File: config.mk
export PLATFORM = sky130hd
export DESIGN_NAME = fsm_bit_deserializer_flat
export DESIGN_NICKNAME = d
export VERILOG_FILES = /design/src/rtl/fsm_bit_deserializer_if.sv /design/src/rtl/fsm_bit_deserializer.sv /design/src/flat_wrapper.sv
export SDC_FILE = /design/constraint.sdc
export NUM_CORES = 1
export LEC_CHECK = 0
export BUFFER_PORTS_ARGS = -buffer_cell sky130_fd_sc_hd__buf_2
export CAP_MARGIN = 5
export CORE_AREA = 2 2 45 68
export CTS_CLUSTER_SIZE = 16
export DETAILED_ROUTE_END_ITERATION = 6
export DIE_AREA = 0 0 47 70
export SYNTH_ARGS = -nofsm -noshare
export SYNTH_HDL_FRONTEND = slang
export SYNTH_SLANG_ARGS = --single-unit
File: constraint.sdc
create_clock -name clk -period 3.7 [get_ports clk]
set_clock_uncertainty 0.1 [all_clocks]
set_input_delay 0.37 -clock clk [delete_from_list [all_inputs] [get_ports clk]]
set_output_delay 0.37 -clock clk [all_outputs]
set_load 0.03 [all_outputs]
File: src/rtl/fsm_bit_deserializer_if.sv
// fsm_bit_deserializer_if
//   Serial input and word output handshake bundle for fsm_bit_deserializer.
//   din/din_valid  : qualified serial bit from the upstream FSM.
//   dout/dout_valid/dout_ready : assembled word with a valid/ready handshake.
//   master : producer/consumer side (drives din, din_valid, dout_ready).
//   slave  : the deserializer (drives dout, dout_valid).
interface fsm_bit_deserializer_if #(
    parameter int unsigned WIDTH = 8
);
    logic             din;
    logic             din_valid;
    logic             dout_ready;
    logic [WIDTH-1:0] dout;
    logic             dout_valid;

    modport master (
        output din,
        output din_valid,
        output dout_ready,
        input  dout,
        input  dout_valid
    );

    modport slave (
        input  din,
        input  din_valid,
        input  dout_ready,
        output dout,
        output dout_valid
    );
endinterface

File: src/rtl/fsm_bit_deserializer.sv
// fsm_bit_deserializer
//   Packs qualified serial bits into WIDTH-bit words. One word can sit in the
//   shift register while another waits in the output register, so the serial
//   side never needs backpressure; bits arriving while both are full are
//   dropped and flagged on the sticky overflow output.
// Ports:
//   clk          : system clock, posedge.
//   rst          : synchronous active-low reset.
//   bus          : slave modport (din, din_valid, dout_ready in; dout, dout_valid out).
//   overflow_clr : clears overflow (a simultaneous drop wins).
//   overflow     : sticky, at least one bit was dropped.
//   bit_cnt      : bits collected in the current word.
//   state        : present FSM state (IDLE=0, SHIFT=1, STALL=2).
module fsm_bit_deserializer #(
    parameter int unsigned WIDTH     = 8,
    parameter bit          MSB_FIRST = 1'b1
) (
    input  logic                     clk,
    input  logic                     rst,
    fsm_bit_deserializer_if.slave    bus,
    input  logic                     overflow_clr,
    output logic                     overflow,
    output logic [$clog2(WIDTH)-1:0] bit_cnt,
    output logic [1:0]               state
);
    localparam int unsigned CW = $clog2(WIDTH);
    localparam logic [CW-1:0] LAST_CNT = CW'(WIDTH - 1);

    typedef enum logic [1:0] {
        IDLE  = 2'b00,
        SHIFT = 2'b01,
        STALL = 2'b10,
        BAD   = 2'b11
    } state_t;

    state_t           st;
    logic [WIDTH-1:0] sr;
    logic [WIDTH-1:0] shifted;
    logic [WIDTH-1:0] fresh;
    logic             handshake;
    logic             out_free;
    logic             last_bit;

    always_comb begin
        handshake = bus.dout_valid && bus.dout_ready;
        out_free  = !bus.dout_valid || handshake;
        last_bit  = (bit_cnt == LAST_CNT);
        // shifted: sr with din appended; fresh: din as the first bit of an empty word
        if (MSB_FIRST) begin
            shifted = {sr[WIDTH-2:0], bus.din};
            fresh   = {{(WIDTH-1){1'b0}}, bus.din};
        end else begin
            shifted = {bus.din, sr[WIDTH-1:1]};
            fresh   = {bus.din, {(WIDTH-1){1'b0}}};
        end
    end

    always_ff @(posedge clk) begin
        if (!rst) begin
            st             <= IDLE;
            bit_cnt        <= '0;
            sr             <= '0;
            bus.dout       <= '0;
            bus.dout_valid <= 1'b0;
            overflow       <= 1'b0;
        end else begin
            // Consumed word empties the output register unless a load below refills it.
            if (handshake) begin
                bus.dout_valid <= 1'b0;
            end
            if (overflow_clr) begin
                overflow <= 1'b0;
            end

            case (st)
                IDLE: begin
                    if (bus.din_valid) begin
                        sr      <= shifted;
                        bit_cnt <= bit_cnt + 1'b1;
                        st      <= SHIFT;
                    end
                end

                SHIFT: begin
                    if (bus.din_valid) begin
                        if (!last_bit) begin
                            sr      <= shifted;
                            bit_cnt <= bit_cnt + 1'b1;
                        end else if (out_free) begin
                            bus.dout       <= shifted;
                            bus.dout_valid <= 1'b1;
                            sr             <= '0;
                            bit_cnt        <= '0;
                            st             <= IDLE;
                        end else begin
                            sr      <= shifted;
                            bit_cnt <= '0;
                            st      <= STALL;
                        end
                    end
                end

                STALL: begin
                    if (handshake) begin
                        bus.dout       <= sr;
                        bus.dout_valid <= 1'b1;
                        if (bus.din_valid) begin
                            sr      <= fresh;
                            bit_cnt <= CW'(1);
                            st      <= SHIFT;
                        end else begin
                            sr <= '0;
                            st <= IDLE;
                        end
                    end else if (bus.din_valid) begin
                        // Overrides a same-edge overflow_clr.
                        overflow <= 1'b1;
                    end
                end

                default: begin
                    st      <= IDLE;
                    bit_cnt <= '0;
                    sr      <= '0;
                end
            endcase
        end
    end

    always_comb begin
        state = st;
    end
endmodule

File: src/flat_wrapper.sv
// flat-port wrapper written by rule: the top's interface ports become plain ports
module fsm_bit_deserializer_flat 
#(
    parameter int unsigned WIDTH     = 8,
    parameter bit          MSB_FIRST = 1'b1
)
  (clk, rst, overflow_clr, overflow, bit_cnt, state, bus_din, bus_din_valid, bus_dout_ready, bus_dout, bus_dout_valid);
  fsm_bit_deserializer_if #(.WIDTH(WIDTH)) bus_i ();
  input  logic clk;
  input  logic rst;
  input  logic overflow_clr;
  output logic overflow;
  output logic [$clog2(WIDTH)-1:0] bit_cnt;
  output logic [1:0] state;
  input wire logic [$bits(bus_i.din)-1:0] bus_din;
  input wire logic [$bits(bus_i.din_valid)-1:0] bus_din_valid;
  input wire logic [$bits(bus_i.dout_ready)-1:0] bus_dout_ready;
  output wire logic [$bits(bus_i.dout)-1:0] bus_dout;
  output wire logic [$bits(bus_i.dout_valid)-1:0] bus_dout_valid;
  assign bus_i.din = bus_din;
  assign bus_i.din_valid = bus_din_valid;
  assign bus_i.dout_ready = bus_dout_ready;
  assign bus_dout = bus_i.dout;
  assign bus_dout_valid = bus_i.dout_valid;
  fsm_bit_deserializer #(.WIDTH(WIDTH), .MSB_FIRST(MSB_FIRST)) u_core (.clk(clk), .rst(rst), .bus(bus_i), .overflow_clr(overflow_clr), .overflow(overflow), .bit_cnt(bit_cnt), .state(state));
endmodule
# Word level (Yosys, flattened, before mapping)
# Cells that the tools add are included.
word_totals:
  register_bits: 23
  output_inout_bits: 15
  input_bits: 6
  word_cells: 60
op_classes:
  addsub: 1
  n_reduce_logical: 9
  eq_ne: 9
  mux: 35
op_table:
  columns: ["operator", "n"]
  rows:
  - ["$mux W8", 9]
  - ["$pmux W8 S3", 1]
  - ["$pmux W8 S2", 1]
  - ["$mux W3", 5]
  - ["$mux W1", 11]
  - ["$mux W2", 5]
  - ["$pmux W3 S3", 1]
  - ["$reduce_and A4 Y1", 2]
  - ["$ne A2 B1 Y1 const B", 3]
  - ["$ne A2 B2 Y1 const B", 3]
  - ["$pmux W2 S3", 1]
  - ["$reduce_and A5 Y1", 1]
  - ["$add A3 B1 Y3 const B", 1]
  - ["$eq A3 B3 Y1 const B", 1]
  - ["$reduce_and A3 Y1", 1]
  - ["$eq A2 B1 Y1 const B", 1]
  - ["$eq A2 B2 Y1 const B", 1]
  - ["$logic_not A2 Y1", 1]
  - ["$pmux W1 S2", 1]
  - ["$reduce_bool A2 Y1", 1]
  - ["$logic_and A1 B1 Y1", 1]
  - ["$logic_not A1 Y1", 1]
  - ["$logic_or A1 B1 Y1", 1]

# Longest topological paths before layout
# Gate-level depths: netlist of the first run.
logic_depth:
  ltp_word: 6
  mapped_depth: 8
  ltp_nobuf: 6

# Worst setup path before layout of the first run
# No wires, ideal clock.
synth_timing:
  kind: "reg-to-reg"
  from: "register u_core.st[1] (netlist: u_core.state[1])"
  to: "register u_core.bus.dout[0]"
  period_less_slack_ns: 1.988
  t_arrival_ns: 1.767
  path_buffers: 3
  setup_time_ns: 0.122
  slack_ns: 1.712
  t_required_ns: 3.478
  path_stages_with_launch: 9
  cell_sequence: "dfxtp_1 -> inv_1 -> ha_1 -> buf_4 -> and4b_1 -> clkbuf_1 -> buf_4 -> o21ai_1 -> o311a_1"
synth_via:
  elab_chain_len: 3
  word_cells_on_any_way: 9
  classes_between: "eq/ne: 6; mux: 1; reduce/logical: 2"
synth_rtl:
  columns: ["element", "line_no", "source"]
  rows:
  - ["start: declaration", "fsm_bit_deserializer.sv:36", "state_t st;"]
  - ["start signal: assignment", "fsm_bit_deserializer.sv:60", "st <= IDLE;"]
  - ["start signal: assignment", "fsm_bit_deserializer.sv:80", "st <= SHIFT;"]
  - ["start signal: assignment", "fsm_bit_deserializer.sv:94", "st <= IDLE;"]
  - ["$eq A2 B2 Y1 or $eq A2 B1 Y1 (tied branches)", "fsm_bit_deserializer.sv:75", "case (st)"]
  - ["$ne A2 B1 Y1 (no source line) (tied with other cells)", null, null]
  - ["$reduce_and A5 Y1 (no source line)", null, null]
  - ["end signal: assignment", "fsm_bit_deserializer.sv:90", "bus.dout <= shifted;"]
  - ["end signal: assignment", "fsm_bit_deserializer.sv:105", "bus.dout <= sr;"]
  - ["end: declaration", "fsm_bit_deserializer_if.sv:28", "output dout,"]
# Parallel ways exist; a longest one is shown, timed or not.
# A chain may end at the register's enable or synchronous reset.

# Worst setup path after layout of the first run
layout_timing:
  from: "register u_core.st[0] (netlist: u_core.state[0])"
  to: "register u_core.sr[6]"
layout_via:
  elab_chain_len: 3
  word_cells_on_any_way: 8
  classes_between: "eq/ne: 5; mux: 1; reduce/logical: 2"
layout_rtl:
  columns: ["element", "line_no", "source"]
  rows:
  - ["$eq A2 B2 Y1 (tied with other cells)", "fsm_bit_deserializer.sv:75", null]
  - ["$ne A2 B1 Y1 (no source line) or $ne A2 B2 Y1 (tied branches)", null, null]
  - ["$reduce_and A3 Y1 (no source line)", null, null]
  - ["end signal: assignment", "fsm_bit_deserializer.sv:78", "sr <= shifted;"]
  - ["end signal: assignment", "fsm_bit_deserializer.sv:87", "sr <= shifted;"]
  - ["end signal: assignment", "fsm_bit_deserializer.sv:96", "sr <= shifted;"]
  - ["end: declaration", "fsm_bit_deserializer.sv:37", "logic [WIDTH-1:0] sr;"]
# Parallel ways exist; a longest one is shown, timed or not.

==> results.md, run 1 <==
Die:
- From left edge to right edge, the die measures 47 microns.
- The floorplan die height is 70 microns.
- The total area inside the core boundary comes to 0.002763 sq mm.
- In this run the count of I/O pins placed on the die edge is 21.
- The number of rows in the core area is 24.
- The floorplan step defined a die boundary enclosing 0.003290 sq mm.
- The initial cell density of the core is 0.4235.

CTS:
- Buffers added to address setup during post-CTS repair amount to 0.
- The post-CTS clock slew at the launch and capture registers of the worst setup and hold paths is 80 ps.
- The number of H-tree levels is 1.
- The maximum buffer depth of the clock tree is 2.
- Post-CTS repair changed the size of 0 cells.
- The number of buffers inserted during clock tree synthesis is 3.
- The tree built by TritonCTS fans out to 23 sinks.
- The number of hold buffers added after CTS is 0.
- The buffer type at the clock tree root is clkbuf_8.
- The TritonCTS clock tree is done.
- The clock latency on the worst-skew pair is 260 ps.

Synthesis:
- The number of distinct library cells after synthesis is 33.
- In the post-synthesis netlist, the biggest area contributors are dfxtp_1 39%, mux2i_1 7.7%, ha_1 7.5%.
- The area share of the leading cell type in the synthesized netlist is 0.3936.
- In the synthesized netlist, the number of instances is 120.
- Among all flip-flop cells after synthesis, the most frequent one is dfxtp_1.
- For this run, the number of Yosys warnings is 0.
- The mean post-synth cell area is 9.749 sq um.
- The cell taking the most area after synthesis is dfxtp_1.
- Counting flops with an async set or reset pin after synthesis yields a share of 0.
- In this run, synthesis inferred 0 flip-flops with an integrated enable.
- After synthesis the cells add up to 0.001170 sq mm.
- The synthesized netlist net count is 133.
- In this run, synthesis produced a sequential element count of 23.
- The proportion of synthesized chip area in sequential cells is 0.3936.

Pwr:
- The power per unit of standard cell area is 435.2 mW/mm^2.
- The sum of internal, switching and leakage power is 0.0005713 W.
- The leakage dissipation is 0.5749 nW.
- The part of the total power dissipated in the clock network is 0.272.
- Of the total power, registers draw 0.482.
- The switching share of total power is 0.3245.
- IR analysis of the VDD net gives a maximum drop of 260.1 uV.
- In this run the power spent charging and discharging nets is 0.0001854 W.
- The internal portion of the total power is 0.0003859 W.
- The proportion of power drawn by combinational gates is 0.245.

Worst setup path:
- Walking the worst path, the cells encountered are inv_1, ha_1, a21bo_2, o21ai_2, and2_0, a22o_1.
- The origin of the critical flop-to-flop path is u_core.state[0].
- At the worst endpoint, the arrival time is 2360 ps.
- For the worst setup path, the data required time is 3810 ps.
- For this design, the slowest cell found on the critical path is ha_1.
- The startpoint type of the worst setup path is a flop.
- Of all nets on the critical path, the largest fanout is 16.
- The most critical setup path has its startpoint at u_core.state[0].
- STA classifies the critical path endpoint as a flop.
- The critical path's largest stage delay is 600 ps.
- The worst setup path is of the flop to flop kind.

Route:
- The post-route antenna net violation count is 0.
- After detailed routing, the average wire length per cell comes to 14.52 microns.
- After detailed routing, the number of vias per cell comes to 5.425.
- The DRC marker count from the first detailed-route iteration is 14.
- The total vias in the final route is 944.
- The number of iterations in the first detailed-routing pass is 4.
- For this run, design rule violations remaining after detail routing come to 0.
- For this block, the routed nets add up to 2.527 mm of wire.

Final layout:
- The top cell types in the final layout, fill and taps aside, are 23 x dfxtp_1, 20 x buf_2, 9 x mux2i_1.
- The repair_antennas step left the layout with diodes totalling 0.
- The commonest non-fill, non-tap cell in the layout is dfxtp_1.
- In the final design database the tool counted 149 nets.
- Relative to the synthesized area, the layout overhead comes to 12.19%.
- The area used by sequential logic in the layout is 460.4 sq um.
- Fill cells in the final layout number 285.
- The area taken by multi-input logic gates is 634.4 sq um.
- The fraction of final layout cells sized beyond drive strength 1 is 0.2222.

Global routing:
- The first global-routing pass estimated 3.960 mm of wire.
- The initial antenna violation count was 0.
- The remaining global-route overflow is 0.
- The via count of the first global-routing pass is 866.
- The pin count of the biggest net entering global routing is 21.
- Across every metal layer, demand over resource in global routing totals 0.1667.

Placement:
- The congestion estimate from routability-driven global placement came to 0.8792.
- The detailed-placement wirelength estimate is 1.881 mm.
- The worst slack at placement is 1503 ps.
- The quantity of I/O buffers inserted on ports is 20.

Flow run:
- The number of max-capacitance violations reported is 0.

Timing:
- Of the available clock period, the critical path in the final layout requires 0.6087.
- Setup violations remaining at the end of the flow were counted as 0.
- The final worst hold slack is 256.5 ps.
- For the final routed database, the setup TNS stands at 0 ps.
- The final count of pins violating max slew is 0.
- The final hold violation count came to 0.
- At the pin with the least slew margin, the transition time is 683.4 ps.
- The minimum clock period is 2252 ps.
- In the post-route analysis, the smallest setup slack over all paths is 1448 ps.
- The worst slew margin relative to its limit is 0.5444.
- Based on the critical path, the design can be clocked at up to 444.0 MHz.
- Setup repair after global routing left no endpoint under its margin.

Hold path:
- The worst hold path begins at bus_din.
- The kind of path behind the tightest hold check is input port to flop.

Outcome:
- The run finished with clean final reports.
[power groups by stage]
| stage | sequential [W] | clock, W | combinational, W |
|---|---|---|---|
| 6_report | 0.000275 | 0.000156 | 0.000140 |
| 5_1_grt | 0.000278 | 0.000174 | 0.000153 |
| 4_1_cts | 0.000275 | 0.000160 | 0.000141 |
| 3_5_place_dp | 0.000281 | 0 | 0.000140 |
| 3_3_place_gp | 0.000280 | 0 | 0.000137 |
| 2_1_floorplan | 0.000298 | 0 | 0.0000918 |
[cell usage after synthesis (2+ instances only)]
cell type / instances
mux2i_1: 9
buf_4: 2
o311a_1: 8
a21oi_1: 6
nand2b_1: 2
a32o_1: 3
buf_2: 3
o31ai_1: 2
nor3_1: 2
dfxtp_1: 23
inv_1: 6
ha_1: 7
a22o_1: 7
nor2_1: 5
o21ai_1: 8
nand3_1: 2
nand2_1: 7
clkbuf_1: 3
[final cells by class]
type                    count  share of cell area
clock buffers               3             0.03146
clock inverters             1            0.003813
inverters                   6             0.01716
multi-input cells          82              0.4833
flip-flops and latches     23              0.3508
well taps                  39             0.03718
repair buffers             20             0.07626
[state kept, by name (all words and copies together), names as in the netlist]
| signal | cells |
|---|---|
| u_core.bus.dout_valid | 1 |
| u_core.overflow | 1 |
| u_core.sr | 8 |
| u_core.state | 2 |
| u_core.bit_cnt | 3 |
| u_core.bus.dout | 8 |
[kinds of logic (layout without fill, tap and decap cells)]
family,after synthesis,count (layout),synth area share
buffers and inverters,15,30,0.06416
adders and majority gates,7,7,0.07486
muxes,9,9,0.07701
and+or+nand+nor,26,26,0.1241
DFF,23,23,0.3936
AOI/OAI and AO/OA,40,40,0.2663
[final timing paths]
path	endpoint	slack, ps	cells after the start
worst max register to register	u_core.sr[6]	1450	6
worst min-delay path	u_core.sr[0]	260	2
worst max-delay path	u_core.sr[6]	1450	6
worst min register to register	u_core.bit_cnt[1]	390	2
[per-stage QoR]
stage / util / instance area (sq um) / instances
final: 0.4751 / 1313 / 174
after global routing: 0.4751 / 1313 / 174
after CTS: 0.4751 / 1313 / 174
after detailed placement: 0.4583 / 1266 / 170
after global placement: 0.4583 / 1266 / 170
after floorplan: - / 1170 / 120
[layer usage]
| layer | vias up | share of wire | track usage |
|---|---|---|---|
| li1 | 485 | - | - |
| met1 | 437 | 0.44 | 0.2094 |
| met2 | 20 | 0.52 | 0.2557 |
| met3 | 2 | 0.028 | 0.02842 |
| met4 | 0 | 0.011 | 0.09568 |
| met5 | - | 0 | 0 |
[worst max-delay path, delay by kind of cell, from the launching register on]
family	cells	cell delay (ps)
AO/OA/AOI/OAI	3	650
adder cells (fa/ha/maj)	1	600
AND/OR/NAND/NOR	1	400
flip-flops	1	360
buffers and inverters	1	90
Power figures use the tool's default switching activity.
==> inputs of run 2 (changes only) <==
--- a/config.mk
+++ b/config.mk
@@ -5,12 +5,14 @@
 export SDC_FILE = /design/constraint.sdc
 export NUM_CORES = 1
 export LEC_CHECK = 0
+export ABC_AREA = 1
 export BUFFER_PORTS_ARGS = -buffer_cell sky130_fd_sc_hd__buf_2
 export CAP_MARGIN = 5
-export CORE_AREA = 2 2 45 68
+export CORE_AREA = 2 2 48 72
 export CTS_CLUSTER_SIZE = 16
 export DETAILED_ROUTE_END_ITERATION = 6
-export DIE_AREA = 0 0 47 70
+export DIE_AREA = 0 0 50 74
+export PLACE_DENSITY = 0.66
 export SYNTH_ARGS = -nofsm -noshare
 export SYNTH_HDL_FRONTEND = slang
 export SYNTH_SLANG_ARGS = --single-unit
==> constraint.sdc (replaced) <==
create_clock -name clk -period 1.97 [get_ports clk]
set_clock_uncertainty 0.1 [all_clocks]
set_input_delay 0.197 -clock clk [delete_from_list [all_inputs] [get_ports clk]]
set_output_delay 0.197 -clock clk [all_outputs]
set_load 0.03 [all_outputs]
==> run 2 against run 1 <==
  * Critical path depth increased by 1
  * Sequential share of layout area shrank 4.2 points
  * Setup slack got worse by 1200 ps
  * Final cell count up 48%
  * Clock-buffer cell count rose by 1
  * Combinational power grew to 12 times the previous value
  * Fmax increased by 28%
  * Area after synthesis is 13% higher
  * Cell area is 14% higher
  * Hold slack got worse by 180 ps
  * Flip-flop and latch count unchanged
  * Critical path type unchanged
==> results.md, run 2 <==
Final layout:
- In the final layout, the registers with the most flip-flops are u_core.bus.dout (8), u_core.sr (8), u_core.bit_cnt (3).
- The area added between synthesis and finish is 12.55%.
- The commonest non-fill, non-tap cell in the layout is nand2_1.
- The number of antenna diodes in the final layout is 0.
- In the final layout, the share of cells above drive strength 1 is 0.2064.
- The final net count is 232.
- In the layout the commonest cells are 54 x nand2_1, 33 x nor2_1, 23 x a21oi_1, 23 x dfxtp_1, 20 x buf_2.
- The area used by sequential logic in the layout is 460.4 sq um.
- The area taken by multi-input logic gates is 734.5 sq um.
- After filler insertion, the fill cell instance count of the layout stands at 345.

Pwr:
- The sequential share of power is 0.276.
- The switching share of total power is 0.4946.
- For this design the ratio of total power to cell area is 1807 mW/mm^2.
- In this run the static leakage power is 0.7416 nW.
- The internal power summed over all cells is 0.001363 W.
- IR analysis of the VDD net gives a maximum drop of 936.8 uV.
- Of the total power, the clock network draws 0.111.
- The switching power total is 0.001334 W.
- Of the total power, combinational logic draws 0.613.
- Power comes to 0.002697 W.

Placement:
- The detailed-placement wirelength estimate is 1.960 mm.
- The quantity of I/O buffers inserted on ports is 20.
- The congestion estimate from routability-driven global placement came to 0.8281.

Worst setup path:
- The worst setup path is captured at a flop.
- Data on the critical path is required at its endpoint by 2070 ps.
- The startpoint type of the worst setup path is a flop.
- The arrival time of the worst setup path is 1860 ps.
- The path type of the worst setup path is flop to flop.
- Along the worst path, the maximum fanout reaches 16.

Synthesis:
- By count the netlist is led by 54 x nand2_1, 33 x nor2_1, 23 x a21oi_1, 23 x dfxtp_1, 19 x inv_1.
- The area share of the leading cell type in the synthesized netlist is 0.3472.
- The mean post-synth cell area is 6.631 sq um.
- The synthesized design contains 23 register bits.
- The number of distinct library cells after synthesis is 22.
- The cell taking the most area after synthesis is dfxtp_1.
- The post-synthesis instance area is 0.001326 sq mm.
- The count of mapped cells out of synthesis is 200.
- In the synthesized netlist the dominant register cell turns out to be dfxtp_1.
- The Yosys step of the flow raised 0 warnings.
- Yosys attributes the largest share of cell area to dfxtp_1 35%, nand2_1 15%, nor2_1 9.3%.
- The proportion of synthesized chip area in sequential cells is 0.3472.
- Counting every net in the synthesized netlist gives 213.
- The most common cell in the synthesized netlist is nand2_1.
- The number of enable-type register cells in the synthesized netlist is 0.
- The fraction of registers with async set or reset after synthesis is 0.

Route:
- The number of iterations in the first detailed-routing pass is 4.
- The total vias in the final route is 1220.
- Summed over all layers, the routed wires come to 2.750 mm.
- In this run, the number of DRC markers left after iteration 0 of detailed routing was 28.
- The post-route antenna net violation count is 0.
- The detailed-route wire length per cell is 10.66 microns.
- For this run, design rule violations remaining after detail routing come to 0.
- Using the TritonRoute via totals, the vias-per-cell ratio works out to 4.729.

CTS:
- The number of hold buffers added after CTS is 0.
- The buffer type at the clock tree root is clkbuf_8.
- Clock-pin slew was measured on the worst setup and hold paths at 80 ps.
- Counting along the longest clock path gives a buffer depth of 2.
- TritonCTS built the clock tree.
- The clock latency on the worst-skew pair is 270 ps.
- The count of buffers added by post-CTS timing repair for setup is 0.
- Gates resized during post-CTS repair numbered 0.
- The clock sink count is 23.
- The number of buffers inserted during clock tree synthesis is 3.
- CTS built an H-tree with a depth of 1.

Timing:
- The routed design could run at a clock period as short as 1760 ps.
- The final hold violation count is 0.
- Dividing the final minimum period by the clock period gives 0.8934.
- The transition time at the pin with the least slew margin is 442.8 ps.
- The worst slew margin relative to its limit is 0.7048.
- The sum of negative setup slack is 0 ps.
- The final count of pins violating max slew came to 0.
- Setup violations remaining at the end of the flow were counted as 0.
- Setup repair after global routing left no endpoint under its margin.
- The maximum clock rate is 568.2 MHz.

Die:
- The floorplan die height is 74 microns.
- The die covers 0.003700 sq mm.
- In this run the horizontal extent of the chip is 50 microns.
- The initialized floorplan defines 25 standard-cell rows.
- The top-level port count is 21.
- The placeable core area is 0.003097 sq mm.
- The initial cell density of the core is 0.4283.

Global routing:
- The pin count of the biggest net entering global routing is 19.
- The global-route usage over all layers is 0.1578.
- The via count of the first global-routing pass came to 1106.
- The initial antenna violation count is 0.
- After global routing the overflow that remains totals 0.
- The first global-routing pass estimated 4.540 mm of wire.

Hold path:
- The path class of the tightest hold or removal check is input port to flop.

Flow run:
- The number of max-capacitance violations reported is 0.

Outcome:
- The run finished with clean final reports.
-- run 2: cell types whose count changed after synthesis, moves of 3 or more --
| cell | before | now |
|---|---|---|
| o21ai_1 | 8 | 0 |
| o21ai_0 | 0 | 3 |
| inv_1 | 6 | 19 |
| nor2_1 | 5 | 33 |
| a32o_1 | 3 | 0 |
| a22o_1 | 7 | 0 |
| a21oi_1 | 6 | 23 |
| nand2_2 | 0 | 5 |
| o311a_1 | 8 | 0 |
| nand2_1 | 7 | 54 |
| mux2i_1 | 9 | 1 |
| nor2_2 | 0 | 11 |
| nand3_1 | 2 | 7 |
-- run 2: power groups by stage --
stage               clock network [W]  registers, W  logic, W
finish                       0.000299      0.000745   0.00165
global route                 0.000328      0.000762   0.00187
floorplan                           0      0.000917   0.00119
global placement                    0      0.000752   0.00165
detailed placement                  0      0.000757   0.00165
CTS                          0.000312      0.000746   0.00166
-- run 2: kinds of logic after synthesis --
logic type,share of synthesized area
AOI/OAI and AO/OA,0.1113
and+or+nand+nor,0.3689
adders and majority gates,0.06603
DFF,0.3472
buffers and inverters,0.09905
muxes,0.007547
-- run 2: worst max-delay path, stage by stage (launching register included) --
cell	delay [ps]
dfxtp_1	390
inv_1	100
ha_1	320
nand2_2	170
nand3_2	260
nor2_1	180
nand2_1	70
a21oi_1	110
-- run 2: final cells by class --
cell class / instances / area share
Clock buffer: 4 / 0.03018
Sequential cell: 23 / 0.3085
Timing Repair Buffer: 22 / 0.08550
Multi-Input combinational cell: 149 / 0.4920
Inverter: 20 / 0.05029
Tap cell: 40 / 0.03353
-- run 2: metrics by stage --
step	hold WS, ps	cell area (sq um)	utilization	std cells	setup WS (ps)
2_1_floorplan	257.1	1326	-	200	161.1
3_3_place_gp	361.1	1448	0.4675	254	260.4
3_5_place_dp	367.0	1448	0.4675	254	231.1
4_1_cts	78.77	1493	0.4820	258	204.7
5_1_grt	91.18	1493	0.4820	258	61.53
6_report	78.72	1493	0.4820	258	209.9
-- run 2: path summary, 6_finish.rpt --
check	start	endpoint	slack, ps	cells after the start
worst max-delay path	u_core.state[0]	u_core.sr[0]	210	7
worst min-delay path	overflow_clr	u_core.overflow	80	4
worst min register to register	u_core.overflow	u_core.overflow	380	2
worst max register to register	u_core.state[0]	u_core.sr[0]	210	7
-- run 2: layer usage --
metal	track usage	up-vias	routed length [microns]
met3	0.02008	7	79
met5	0	-	0
met2	0.2924	22	1398
li1	-	658	-
met1	0.1727	533	1212
met4	0.08333	0	60
==> inputs of run 3 (changes only) <==
--- a/config.mk
+++ b/config.mk
@@ -6,13 +6,12 @@
 export NUM_CORES = 1
 export LEC_CHECK = 0
 export ABC_AREA = 1
-export BUFFER_PORTS_ARGS = -buffer_cell sky130_fd_sc_hd__buf_2
 export CAP_MARGIN = 5
 export CORE_AREA = 2 2 48 72
 export CTS_CLUSTER_SIZE = 16
 export DETAILED_ROUTE_END_ITERATION = 6
 export DIE_AREA = 0 0 50 74
-export PLACE_DENSITY = 0.66
+export DONT_BUFFER_PORTS = 1
 export SYNTH_ARGS = -nofsm -noshare
 export SYNTH_HDL_FRONTEND = slang
 export SYNTH_SLANG_ARGS = --single-unit
==> constraint.sdc (replaced) <==
create_clock -name clk -period 1.97 [get_ports clk]
set_clock_uncertainty 0.1 [all_clocks]
set_input_delay 0.197 -clock clk [delete_from_list [all_inputs] [get_ports clk]]
set_output_delay 0.197 -clock clk [all_outputs]
set_load 0.02 [all_outputs]
==> run 3 against run 2 <==
  * Sequential power increased by 8.9%
  * Clock power decreased by 3%
  * Non-clock buffer count decreased by 13
  * Cell area decreased by 3.6%
  * Global-route usage increased by 1.1 points
  * Setup slack got worse by 59 ps
  * Power decreased by 5.2%
  * Clock-buffer cell count decreased by 1
  * Hold slack got worse by 64 ps
  * Final cell count decreased by 5.0%
==> results.md, run 3 (synthesis results as in run 2) <==
Outcome:
- The run finished with clean final reports.

Route:
- After detailed routing, the number of vias per cell comes to 4.820.
- The total length of routed wires is 2.792 mm.
- The DRC marker count from the first detailed-route iteration is 24.
- Across all layers, the routed design uses 1181 vias.
- The first TritonRoute pass finished after 4 iterations.
- The post-route antenna net violation count is 0.
- The detailed-route wire length per cell is 11.40 microns.
- The DRC violations left is 0.

Pwr:
- The power per unit of standard cell area is 1776 mW/mm^2.
- The analysis attributes to cell leakage a power of 0.6781 nW.
- The maximum VDD drop is 1048 uV.

Timing:
- The final count of pins violating max slew came to 0.
- The final hold violation count is 0.
- The fraction of the cycle the final worst path needs is 0.9232.
- The transition time at the pin with the least slew margin is 615.6 ps.
- Setup violations remaining at the end of the flow were counted as 0.
- The maximum clock rate is 549.9 MHz.
- The sum of negative setup slack is 0 ps.
- Measured against its own limit, the worst slew margin works out to 0.5882.
- Hold is met by 15.06 ps.
- The minimum clock period is 1819 ps.
- Setup repair after global routing left no endpoint under its margin.

Placement:
- The congestion estimate from routability-driven global placement came to 0.8156.
- Detailed placement ended at an HPWL of 2.008 mm.
- The quantity of I/O buffers inserted on ports is 0.
- The cell area after placement is 0.001373 sq mm.
- The total placed cells including tap cells is 239.

Worst setup path:
- STA classifies the critical path endpoint as a flop.
- In this run the worst setup path begins at u_core.state[1].
- For the worst flop-to-flop path, the logic depth is 8.
- Of all nets on the critical path, the largest fanout is 14.
- STA puts the critical path data required time at 2070 ps.
- For the worst setup path, the data arrival time is 1920 ps.
- The startpoint type of the worst setup path is a flop.
- Following the worst setup path forward leads to its endpoint at u_core.bus.dout[7].
- In this run the register-to-register setup slack is 150 ps.
- The destination of the worst register-to-register timing path is u_core.bus.dout[7].
- The path type of the worst setup path is flop to flop.
- In this run the critical register-to-register path is launched from u_core.state[1].

Final layout:
- The area added between synthesis and finish is 8.491%.
- At the end of the flow, the number of nets in the layout was 219.
- In the layout the commonest cells are 54 x nand2_1, 33 x nor2_1, 23 x a21oi_1, 23 x dfxtp_1, 19 x inv_1.
- The commonest non-fill, non-tap cell in the layout is nand2_1.
- The number of diodes is 0.
- After the flow finishes, the layout carries non-filler instances totaling 245.
- The utilization of the core after routing is 0.4646.
- The fraction of final layout cells sized beyond drive strength 1 is 0.1512.
- The largest registers in the layout are u_core.bus.dout (8), u_core.sr (8), u_core.bit_cnt (3).
- The final design area excluding fillers is 0.001439 sq mm.

Die:
- The top-level port count is 21.
- The die is 50 microns wide.
- The initial cell density of the core is 0.4283.
- The floorplan has 25 rows.
- The floorplan die height is 74 microns.
- The full die area is 0.003700 sq mm.
- The core region is 0.003097 sq mm.

Global routing:
- The via count of the first global-routing pass came to 1197.
- The remaining global-route overflow is 0.
- The initial antenna violation count came to 0.
- The first-pass GRT wire length is 4.830 mm.
- The pin count of the biggest net entering global routing is 20.
- The global-route usage over all layers is 0.1691.

Hold path:
- The path class of the tightest hold or removal check is input port to flop.

CTS:
- The maximum buffer depth of the clock tree is 2.
- The number of buffers inserted during clock tree synthesis is 3.
- The clock sink count is 23.
- The buffer type at the clock tree root is clkbuf_8.
- TritonCTS built the clock tree.
- The clock latency on the worst-skew pair is 260 ps.
- The post-CTS clock slew at the launch and capture registers of the worst setup and hold paths is 80 ps.
- CTS built an H-tree with a depth of 1.

Flow run:
- The number of max-capacitance violations reported is 0.
==> run 3: power breakdown <==
part / switching (W) / total (W) / internal (W) / leakage, nW
clock: 0.000148 / 0.000289 / 0.000141 / 0.0255
combinational: 0.000933 / 0.00146 / 0.000523 / 0.464
sequential: 0.000172 / 0.000811 / 0.000639 / 0.189
==> run 3: how the worst min path moves through the flow <==
stage                   from                 end  slack [ps]  cells past startpoint
2_1_floorplan  bus_din_valid     u_core.overflow         260                      2
4_1_cts        bus_din_valid     u_core.overflow          20                      2
5_1_grt        bus_din_valid     u_core.overflow          10                      2
6_report       bus_din_valid     u_core.overflow          20                      2
3_5_place_dp             rst  u_core.bus.dout[3]         220                      2
3_3_place_gp             rst  u_core.bus.dout[4]         220                      2
==> run 3: timing repair <==
action / in CTS / in global routing
endpoints found under the setup margin: 0 / 0
endpoints found under the hold margin: 18 / 0
resized for setup: 0 / 0
setup buffers: 0 / 0
hold buffers: 2 / 0
==> run 3: area by class of cell <==
class                      instances  area, sq um
timing repair buffer               9        72.57
clock buffer                       3        41.29
inverter                          20        75.07
tap                               40        50.05
sequential                        23        460.4
fill                             318         1658
clock inverter                     1        5.005
multi-input combinational        149        734.5
==> run 3: per-stage QoR <==
| step | setup WS [ps] | total power [W] |
|---|---|---|
| 2_1_floorplan | 243.9 | 0.002044 |
| 6_report | 151.3 | 0.002556 |
| 3_5_place_dp | 163.6 | 0.002270 |
| 3_3_place_gp | 227.0 | 0.002245 |
| 5_1_grt | 8.777 | 0.002852 |
| 4_1_cts | 140.8 | 0.002581 |
==> run 3: layer usage <==
metal	part of all wire	track usage	wire, microns
met5	0	0	0
met4	0.018	0.08951	51
met3	0.043	0.02610	119
met2	0.54	0.3289	1495
met1	0.40	0.1688	1125
==> run 3: worst max-delay path, stage by stage, from the launching register on <==
cell	delay, ps
dfxtp_1	320
buf_4	160
ha_1	240
nand2_2	140
o21ai_2	90
nor2_4	350
buf_4	210
nor2_2	30
nor2_1	100
